==> config.mk <==
export PLATFORM = sky130hd
export DESIGN_NAME = alu_iter
export DESIGN_NICKNAME = d
export VERILOG_FILES = /design/src/rtl/alu_iter.sv
export SDC_FILE = /design/constraint.sdc
export NUM_CORES = 1
export LEC_CHECK = 0
export ABC_AREA = 1
export BUFFER_PORTS_ARGS = -buffer_cell sky130_fd_sc_hd__clkbuf_2
export CAP_MARGIN = 20
export CORE_MARGIN = 2
export CORE_UTILIZATION = 35
export CTS_BUF_LIST = sky130_fd_sc_hd__clkbuf_2
export DETAILED_ROUTE_END_ITERATION = 10
export HOLD_SLACK_MARGIN = 0.02
export PLACE_DENSITY_LB_ADDON = 0.2
export SLEW_MARGIN = 30
export SYNTH_ARGS = -nofsm -noshare
export SYNTH_HDL_FRONTEND = slang
export SYNTH_SLANG_ARGS = --single-unit
==> constraint.sdc <==
create_clock -name clk -period 4.9 [get_ports clk]
set_input_delay 1.47 -clock clk [delete_from_list [all_inputs] [get_ports clk]]
set_output_delay 1.47 -clock clk [all_outputs]
set_load 0.1 [all_outputs]
==> src/rtl/alu_iter.sv <==
// Iterative RV32I/RV64I integer ALU: single-cycle arithmetic/logic/CSR-move ops,
// multi-cycle shifts of up to SHIFT_STEP bit positions per cycle, valid/ready on both sides.
module alu_iter #(
    parameter int XLEN       = 32,
    parameter int SHIFT_STEP = 1
) (
    input  logic            clk,
    input  logic            reset_n,
    input  logic            in_valid,
    output logic            in_ready,
    input  logic [6:0]      opcode,
    input  logic [2:0]      funct3,
    input  logic            funct7_5,
    input  logic [XLEN-1:0] a,
    input  logic [XLEN-1:0] b,
    output logic            out_valid,
    input  logic            out_ready,
    output logic [XLEN-1:0] result,
    output logic            illegal
);

    localparam int SAW = $clog2(XLEN);
    // One extra bit so SHIFT_STEP == XLEN is representable
    localparam int CW  = SAW + 1;
    localparam logic [CW-1:0] STEP = CW'(SHIFT_STEP);

    localparam logic [6:0] OPC_LUI    = 7'b0110111;
    localparam logic [6:0] OPC_AUIPC  = 7'b0010111;
    localparam logic [6:0] OPC_JAL    = 7'b1101111;
    localparam logic [6:0] OPC_JALR   = 7'b1100111;
    localparam logic [6:0] OPC_BRANCH = 7'b1100011;
    localparam logic [6:0] OPC_LOAD   = 7'b0000011;
    localparam logic [6:0] OPC_STORE  = 7'b0100011;
    localparam logic [6:0] OPC_OPIMM  = 7'b0010011;
    localparam logic [6:0] OPC_OP     = 7'b0110011;
    localparam logic [6:0] OPC_SYSTEM = 7'b1110011;

    typedef enum logic [1:0] {IDLE = 2'd0, SHIFT = 2'd1, DONE = 2'd2} state_e;
    typedef enum logic [1:0] {SH_SLL = 2'd0, SH_SRL = 2'd1, SH_SRA = 2'd2} shop_e;

    state_e          state_q, state_d;
    shop_e           shop_q, shop_d;
    logic [XLEN-1:0] work_q, work_d;
    logic [CW-1:0]   rem_q, rem_d;
    logic            ill_q, ill_d;

    logic [XLEN-1:0] dec_res_s;
    logic            dec_ill_s;
    logic            dec_shift_s;
    shop_e           dec_shop_s;
    logic [CW-1:0]   shamt_s;
    logic [CW-1:0]   step_s;
    logic [XLEN-1:0] shifted_s;
    logic            accept_s;

    assign in_ready  = (state_q == IDLE) || ((state_q == DONE) && out_ready);
    assign accept_s  = in_valid && in_ready;
    assign out_valid = (state_q == DONE);
    assign result    = work_q;
    assign illegal   = ill_q;
    assign shamt_s   = {1'b0, b[SAW-1:0]};

    // Decode the presented request; shifts report operand A as their zero-distance result
    always_comb begin
        dec_res_s   = {XLEN{1'b0}};
        dec_ill_s   = 1'b0;
        dec_shift_s = 1'b0;
        dec_shop_s  = SH_SLL;
        case (opcode)
            OPC_LUI: dec_res_s = b;
            OPC_AUIPC, OPC_JAL, OPC_JALR, OPC_BRANCH, OPC_LOAD, OPC_STORE:
                dec_res_s = a + b;
            OPC_SYSTEM: begin
                if (funct3 == 3'b001) begin
                    dec_res_s = a;
                end else if (funct3 == 3'b101) begin
                    dec_res_s = b;
                end else begin
                    dec_ill_s = 1'b1;
                end
            end
            OPC_OP, OPC_OPIMM: begin
                case (funct3)
                    3'b000: begin
                        if ((opcode == OPC_OP) && funct7_5) begin
                            dec_res_s = a - b;
                        end else begin
                            dec_res_s = a + b;
                        end
                    end
                    3'b001: begin
                        dec_res_s   = a;
                        dec_shift_s = 1'b1;
                        dec_shop_s  = SH_SLL;
                    end
                    3'b010: dec_res_s = {{(XLEN-1){1'b0}}, ($signed(a) < $signed(b))};
                    3'b011: dec_res_s = {{(XLEN-1){1'b0}}, (a < b)};
                    3'b100: dec_res_s = a ^ b;
                    3'b101: begin
                        dec_res_s   = a;
                        dec_shift_s = 1'b1;
                        dec_shop_s  = funct7_5 ? SH_SRA : SH_SRL;
                    end
                    3'b110: dec_res_s = a | b;
                    3'b111: dec_res_s = a & b;
                    default: dec_ill_s = 1'b1;
                endcase
            end
            default: dec_ill_s = 1'b1;
        endcase
    end

    // One iteration of the shifter: move by min(SHIFT_STEP, remaining)
    always_comb begin
        step_s = (rem_q < STEP) ? rem_q : STEP;
        case (shop_q)
            SH_SLL:  shifted_s = work_q << step_s;
            SH_SRL:  shifted_s = work_q >> step_s;
            SH_SRA:  shifted_s = $signed(work_q) >>> step_s;
            default: shifted_s = work_q;
        endcase
    end

    // Next-state logic; an accept can only happen in IDLE or DONE
    always_comb begin
        state_d = state_q;
        work_d  = work_q;
        rem_d   = rem_q;
        shop_d  = shop_q;
        ill_d   = ill_q;
        if (accept_s) begin
            ill_d  = dec_ill_s;
            rem_d  = {CW{1'b0}};
            shop_d = dec_shop_s;
            if (dec_ill_s) begin
                work_d  = {XLEN{1'b0}};
                state_d = DONE;
            end else if (dec_shift_s && (shamt_s != {CW{1'b0}})) begin
                work_d  = a;
                rem_d   = shamt_s;
                state_d = SHIFT;
            end else begin
                work_d  = dec_res_s;
                state_d = DONE;
            end
        end else begin
            case (state_q)
                IDLE: state_d = IDLE;
                SHIFT: begin
                    work_d = shifted_s;
                    rem_d  = rem_q - step_s;
                    if (rem_q == step_s) begin
                        state_d = DONE;
                    end else begin
                        state_d = SHIFT;
                    end
                end
                DONE: begin
                    if (out_ready) begin
                        state_d = IDLE;
                    end else begin
                        state_d = DONE;
                    end
                end
                default: state_d = IDLE;
            endcase
        end
    end

    // State and datapath registers with synchronous active-low reset
    always_ff @(posedge clk) begin
        if (!reset_n) begin
            state_q <= IDLE;
            work_q  <= {XLEN{1'b0}};
            rem_q   <= {CW{1'b0}};
            shop_q  <= SH_SLL;
            ill_q   <= 1'b0;
        end else begin
            state_q <= state_d;
            work_q  <= work_d;
            rem_q   <= rem_d;
            shop_q  <= shop_d;
            ill_q   <= ill_d;
        end
    end

endmodule

==> metrics.txt, run 1 <==
run status=completed; Slew Viols, Final=0; Antenna Nets Post-Route=0; most frequent cells in the layout=541 x nand2_1, 322 x inv_1, 187 x nor2_1, 176 x nand3_1, 175 x a21oi_1; Place WS=0.700 ns; placed cell count=~2500; hold_buf cts=0; Layout Nets=between 2000 and 2500; hold crit path type=reg2reg; Critical Path AT=4.32 ns; CTS Buf Count=5; top cells by area, synth=nand2_1 19%, ha_1 12%, inv_1 11%; Synth top area share=0.189; first-pass GRT wire length=about 75000 um; Ys Warns=0; Clk pin slew, worst setup/hold paths=roughly 0.24 ns; asr flop ratio synth=0; gr ovfl total=0; grt peak-use layer=met2; fmax=255 MHz; TNS Setup=0 ns; largest net degree at the start of global routing=42; max cap viols=0; Post-CTS Setup Inserts=0; Seq cells post-synth=43; WHS Path Cells=1; CTS H-tree lvls=2; detailed-route wire length per cell=20.4 um; initial core utilization=0.353; fin area=11600 um2; FP Rows=64; clk buf depth=2; synthesized cell area=10800 um2; DRC Markers=0; Area Overhead vs Synth=8.06%; Distinct cells, synth=51; Most used DFF post-synth=dfxtp_1; Die H=179 um; Syn Inst Count=2028; endpoint type of the worst setup path=flop; IO buf count=113; Root Buffer=clkbuf_2; Die Wd=between 150 and 200 um; CTS tree=built; Final period util=0.801; Ports=around 110; CP Class=in2reg; Syn Nets=2212; Hold WS=0.524 ns; Avg Cell Area, Syn=about 5.3 um2; reg2reg path depth=12; Worst EP required=5.29 ns; post_cts resized=0; CP startpoint kind=primary input; GR met3 Demand/Resource=0.0392; final cell count without fillers=between 2000 and 2500; Post-synth EDFFs=0; initial antenna violation count=1; GRT Resource Usage Total=0.308; die area=roughly 32000 um2; Max VDD drop=164 uV; clock latency on the worst-skew pair=0.45 ns; DP HPWL=39900 um; final core utilization=0.382; Starting DRT DRC Count=1596; vias per cell=5.58; DP Area=11600 um2; Total Power=2.26 mW; cell taking the most area after synthesis=nand2_1; RD Place Congestion=1.05; met1 GRT Util=0.400; Setup Viol. Count Final=0; Setup WS post-layout=just under 1 ns; layout cells sized above 1=0.0994; P_leak=~6.3 nW; Final Critical Period=3.93 ns; Layout Skew=0.0282 ns; commonest non-fill, non-tap cell in the layout=nand2_1; Crit Path Max Fanout=9; DR pass1 iterations=6; endpoints failing hold=0; routed vias=13800; RSZ-0062 raised after global routing=false; Post-Route WL=50500 um; vias in the first global route=around 13000; met2 usage in global routing=0.504; sequential cell area fraction in the yosys report=0.0800; pwr/cell area=a little under 200 nW/um2; Slew HR=0.284; actual slew at the worst max-slew pin=between 1 and 1.5 ns; Std-Cell Core Area=30400 um2; Sink Count=43
## Yosys cell counts, types with 38 or more instances
master   instances
o21ai_0        127
a21oi_1        175
nand3_1        176
buf_2           41
dfxtp_1         43
nor3_1          44
nand2_1        541
o22ai_1         38
inv_1          323
ha_1           103
nor2_1         187
## final cells by class
type / count / area, um2
Fill cell: 3525 / 18800
Clock buffer: 6 / 30.0
Tap cell: 396 / 495
Multi-Input combinational cell: 1557 / 8180
Antenna cell: 1 / 2.50
Inverter: 337 / 1260
Clock inverter: 1 / 30.0
Timing Repair Buffer: 139 / 761
Sequential cell: 43 / 861
## registers in the layout, summed over array words and instances (netlist names)
name and count:
result 32, illegal 1, state_q 2, shop_q 2, rem_q 6
## power breakdown
part,internal [mW],total [mW],switching [mW]
Clock,0.0858,0.217,0.131
Combinational,0.426,1.60,1.17
Sequential,0.396,0.441,0.0459
Total,0.907,2.26,1.35
## metal layers
layer,routed length [um],up-vias
met5,0,-
met4,2840,0
met3,4100,130
met2,22400,687
met1,21200,6342
li1,-,6670
## worst max-delay path, stage by stage
cell and delay, ns:
clkbuf_2 0.12, inv_1 0.14, ha_1 0.60, inv_1 0.20, a21oi_1 0.33, nor2_1 0.10, o21bai_1 0.13, nand2_1 0.07
a21oi_1 0.38, nand3_1 0.25, nand2_1 0.11, inv_1 0.04, nand2_1 0.05, nand2_1 0.05, nand2_1 0.08, nand2_1 0.06
a21oi_1 0.13
## logic make-up after synthesis
kind of cell | after synthesis | synth area share
flip-flops | 43 | 0.0800
AO/OA/AOI/OAI | 432 | 0.227
adder cells (fa/ha/maj) | 105 | 0.124
AND/OR/NAND/NOR | 1004 | 0.396
XOR/XNOR | 16 | 0.0130
buffers and inverters | 428 | 0.160
## path summary, 6_finish.rpt
kind,slack [ns],startpoint,to
min,0.52,rem_q[5]$_SDFFE_PN0N_,rem_q[5]$_SDFFE_PN0N_
max,0.97,a[25],result[0]$_SDFFE_PN0P_
max reg2reg,1.77,shop_q[0]$_SDFFE_PN0P_,result[31]$_SDFFE_PN0P_
min reg2reg,0.52,rem_q[5]$_SDFFE_PN0N_,rem_q[5]$_SDFFE_PN0N_
Power figures use the tool's default switching activity.
==> inputs of run 2 (changes only) <==
==> constraint.sdc (replaced) <==
create_clock -name clk -period 3.69 [get_ports clk]
set_input_delay 1.107 -clock clk [delete_from_list [all_inputs] [get_ports clk]]
set_output_delay 1.107 -clock clk [all_outputs]
set_load 0.1 [all_outputs]
==> metrics.txt, run 2 (synthesis gave the netlist of run 1 again) <==
TNS Setup=0 ns; Crit Path Max Fanout=9; gr ovfl total=0; Setup Viol. Count Final=0; crit path max-delay cell type=ha_1; CP Class=in2reg; first-pass GRT wire length=76700 um; largest net degree at the start of global routing=42; vias per cell=5.48; internal power=1.19 mW; CTS H-tree lvls=2; Slew Viols, Final=0; Max VDD drop=232 uV; Starting DRT DRC Count=1329; endpoints failing hold=0; DR pass1 iterations=5; Die Wd=179 um; Critical Path AT=3.72 ns; reg2reg path depth=10; Most common cell on crit path=nand2_1; detailed-route wire length per cell=20.4 um; P_leak=6.57 nW; clock latency on the worst-skew pair=0.46 ns; initial core utilization=0.353; fin area=12100 um2; routed vias=13900; post_cts resized=0; CP cell instances=clkbuf_2 -> inv_1 -> ha_1 -> inv_1 -> a21oi_1 -> nor2_1 -> o21bai_1 -> nand2_1 -> a21oi_1 -> buf_4 -> nand2_1 -> nand2_1 -> nand3_1 -> nand2_1 -> nand2_1 -> nand2_1 -> nand2_1 -> a21oi_1; Place WS=-0.0165 ns; Final Critical Period=approximately 3.3 ns; FP Rows=64; Post-Route WL=51900 um; actual slew at the worst max-slew pin=roughly 0.80 ns; DRC Markers=0; Std-Cell Core Area=30400 um2; fmax=a little over 300 MHz; max reg flops=32; die area=32200 um2; hold_buf cts=0; clk buf depth=2; run status=completed; WHS Path Cells=1; Ports=114; Clk pin slew, worst setup/hold paths=0.25 ns; Area Overhead vs Synth=12.2%; RD Place Congestion=approximately 1.0; crit-path leading delay family=compound AO/OA/AOI/OAI gates; Setup WS post-layout=0.392 ns; sequential share of power=0.196; GRT Resource Usage Total=0.316; Worst EP required=4.11 ns; Total Power=3.01 mW; clock power share=0.073; Root Buffer=clkbuf_2; Post-CTS Setup Inserts=0; Antenna Nets Post-Route=0; pwr/cell area=~250 nW/um2; commonest non-fill, non-tap cell in the layout=nand2_1; vias in the first global route=12800; max cap viols=0; RSZ-0062 raised after global routing=false; Sink Count=43; DP Area=around 12000 um2; DP HPWL=41600 um; antenna cells=0; Slew HR=0.468; final cell count without fillers=between 2000 and 3000; CTS tree=built; layout cells sized above 1=0.124; CP startpoint kind=primary input; Logic pwr share=0.732; CTS Buf Count=5; Buf+Inv Stages, Crit Path=4; IO buf count=113; Final period util=0.894; Layout Nets=2327; sw power=1.82 mW; placed cell count=2532; most frequent cells in the layout=541 x nand2_1, 323 x inv_1, 187 x nor2_1, 176 x nand3_1, 175 x a21oi_1; Crit. path cell count=18; endpoint type of the worst setup path=flop; initial antenna violation count=0; hold crit path type=reg2reg; Crit path largest cell delay=between 0.6 and 0.7 ns; Sw Ratio=0.606; Die H=179 um; fill cell count=between 3000 and 4000; Layout Skew=around 0.031 ns
## run 2: cell types whose count changed in the layout (fill, tap and decap cells not counted), sizes merged
cell      previous run  this run
inv                335       336
clkinvlp             0         1
clkinv               2         3
bufinv               1         0
diode                1         0
buf                 26        86
clkbuf             119       118
## run 2: routing by layer
layer | up-vias | GRT usage | part of all wire
met3 | 118 | 0.0303 | 0.077
met2 | 684 | 0.504 | 0.44
met1 | 6322 | 0.419 | 0.42
met5 | - | 0 | 0
met4 | 0 | 0.175 | 0.062
li1 | 6791 | - | -
## run 2: worst paths after layout
kind / startpoint / to / slack (ns)
max reg2reg: shop_q[0]$_SDFFE_PN0P_ / result[22]$_SDFFE_PN0P_ / 1.54
min reg2reg: rem_q[5]$_SDFFE_PN0N_ / rem_q[5]$_SDFFE_PN0N_ / 0.52
max: a[25] / result[0]$_SDFFE_PN0P_ / 0.39
min: rem_q[5]$_SDFFE_PN0N_ / rem_q[5]$_SDFFE_PN0N_ / 0.52
## run 2: area by class of cell
class,count,area [um2],area share
multi-input combinational,1557,8170,0.677
inverter,337,1260,0.105
timing repair buffer,199,1240,0.102
sequential,43,861,0.0713
tap,396,495,0.0410
clock buffer,5,25.0,0.00207
clock inverter,3,15.0,0.00124
## run 2: power by group through the flow
stage,Sequential [mW],Combinational (mW),Clock (mW)
global route,0.597,2.39,0.252
finish,0.588,2.20,0.218
detailed placement,0.594,2.16,0
floorplan,0.950,1.17,0
CTS,0.586,2.17,0.225
global placement,0.595,2.15,0
## run 2: per-stage QoR
| step | util | hold WS (ns) |
|---|---|---|
| after floorplan | - | 0.460 |
| final | 0.397 | 0.518 |
| after global placement | 0.395 | 0.476 |
| after CTS | 0.397 | 0.524 |
| after detailed placement | 0.395 | 0.483 |
| after global routing | 0.397 | 0.532 |
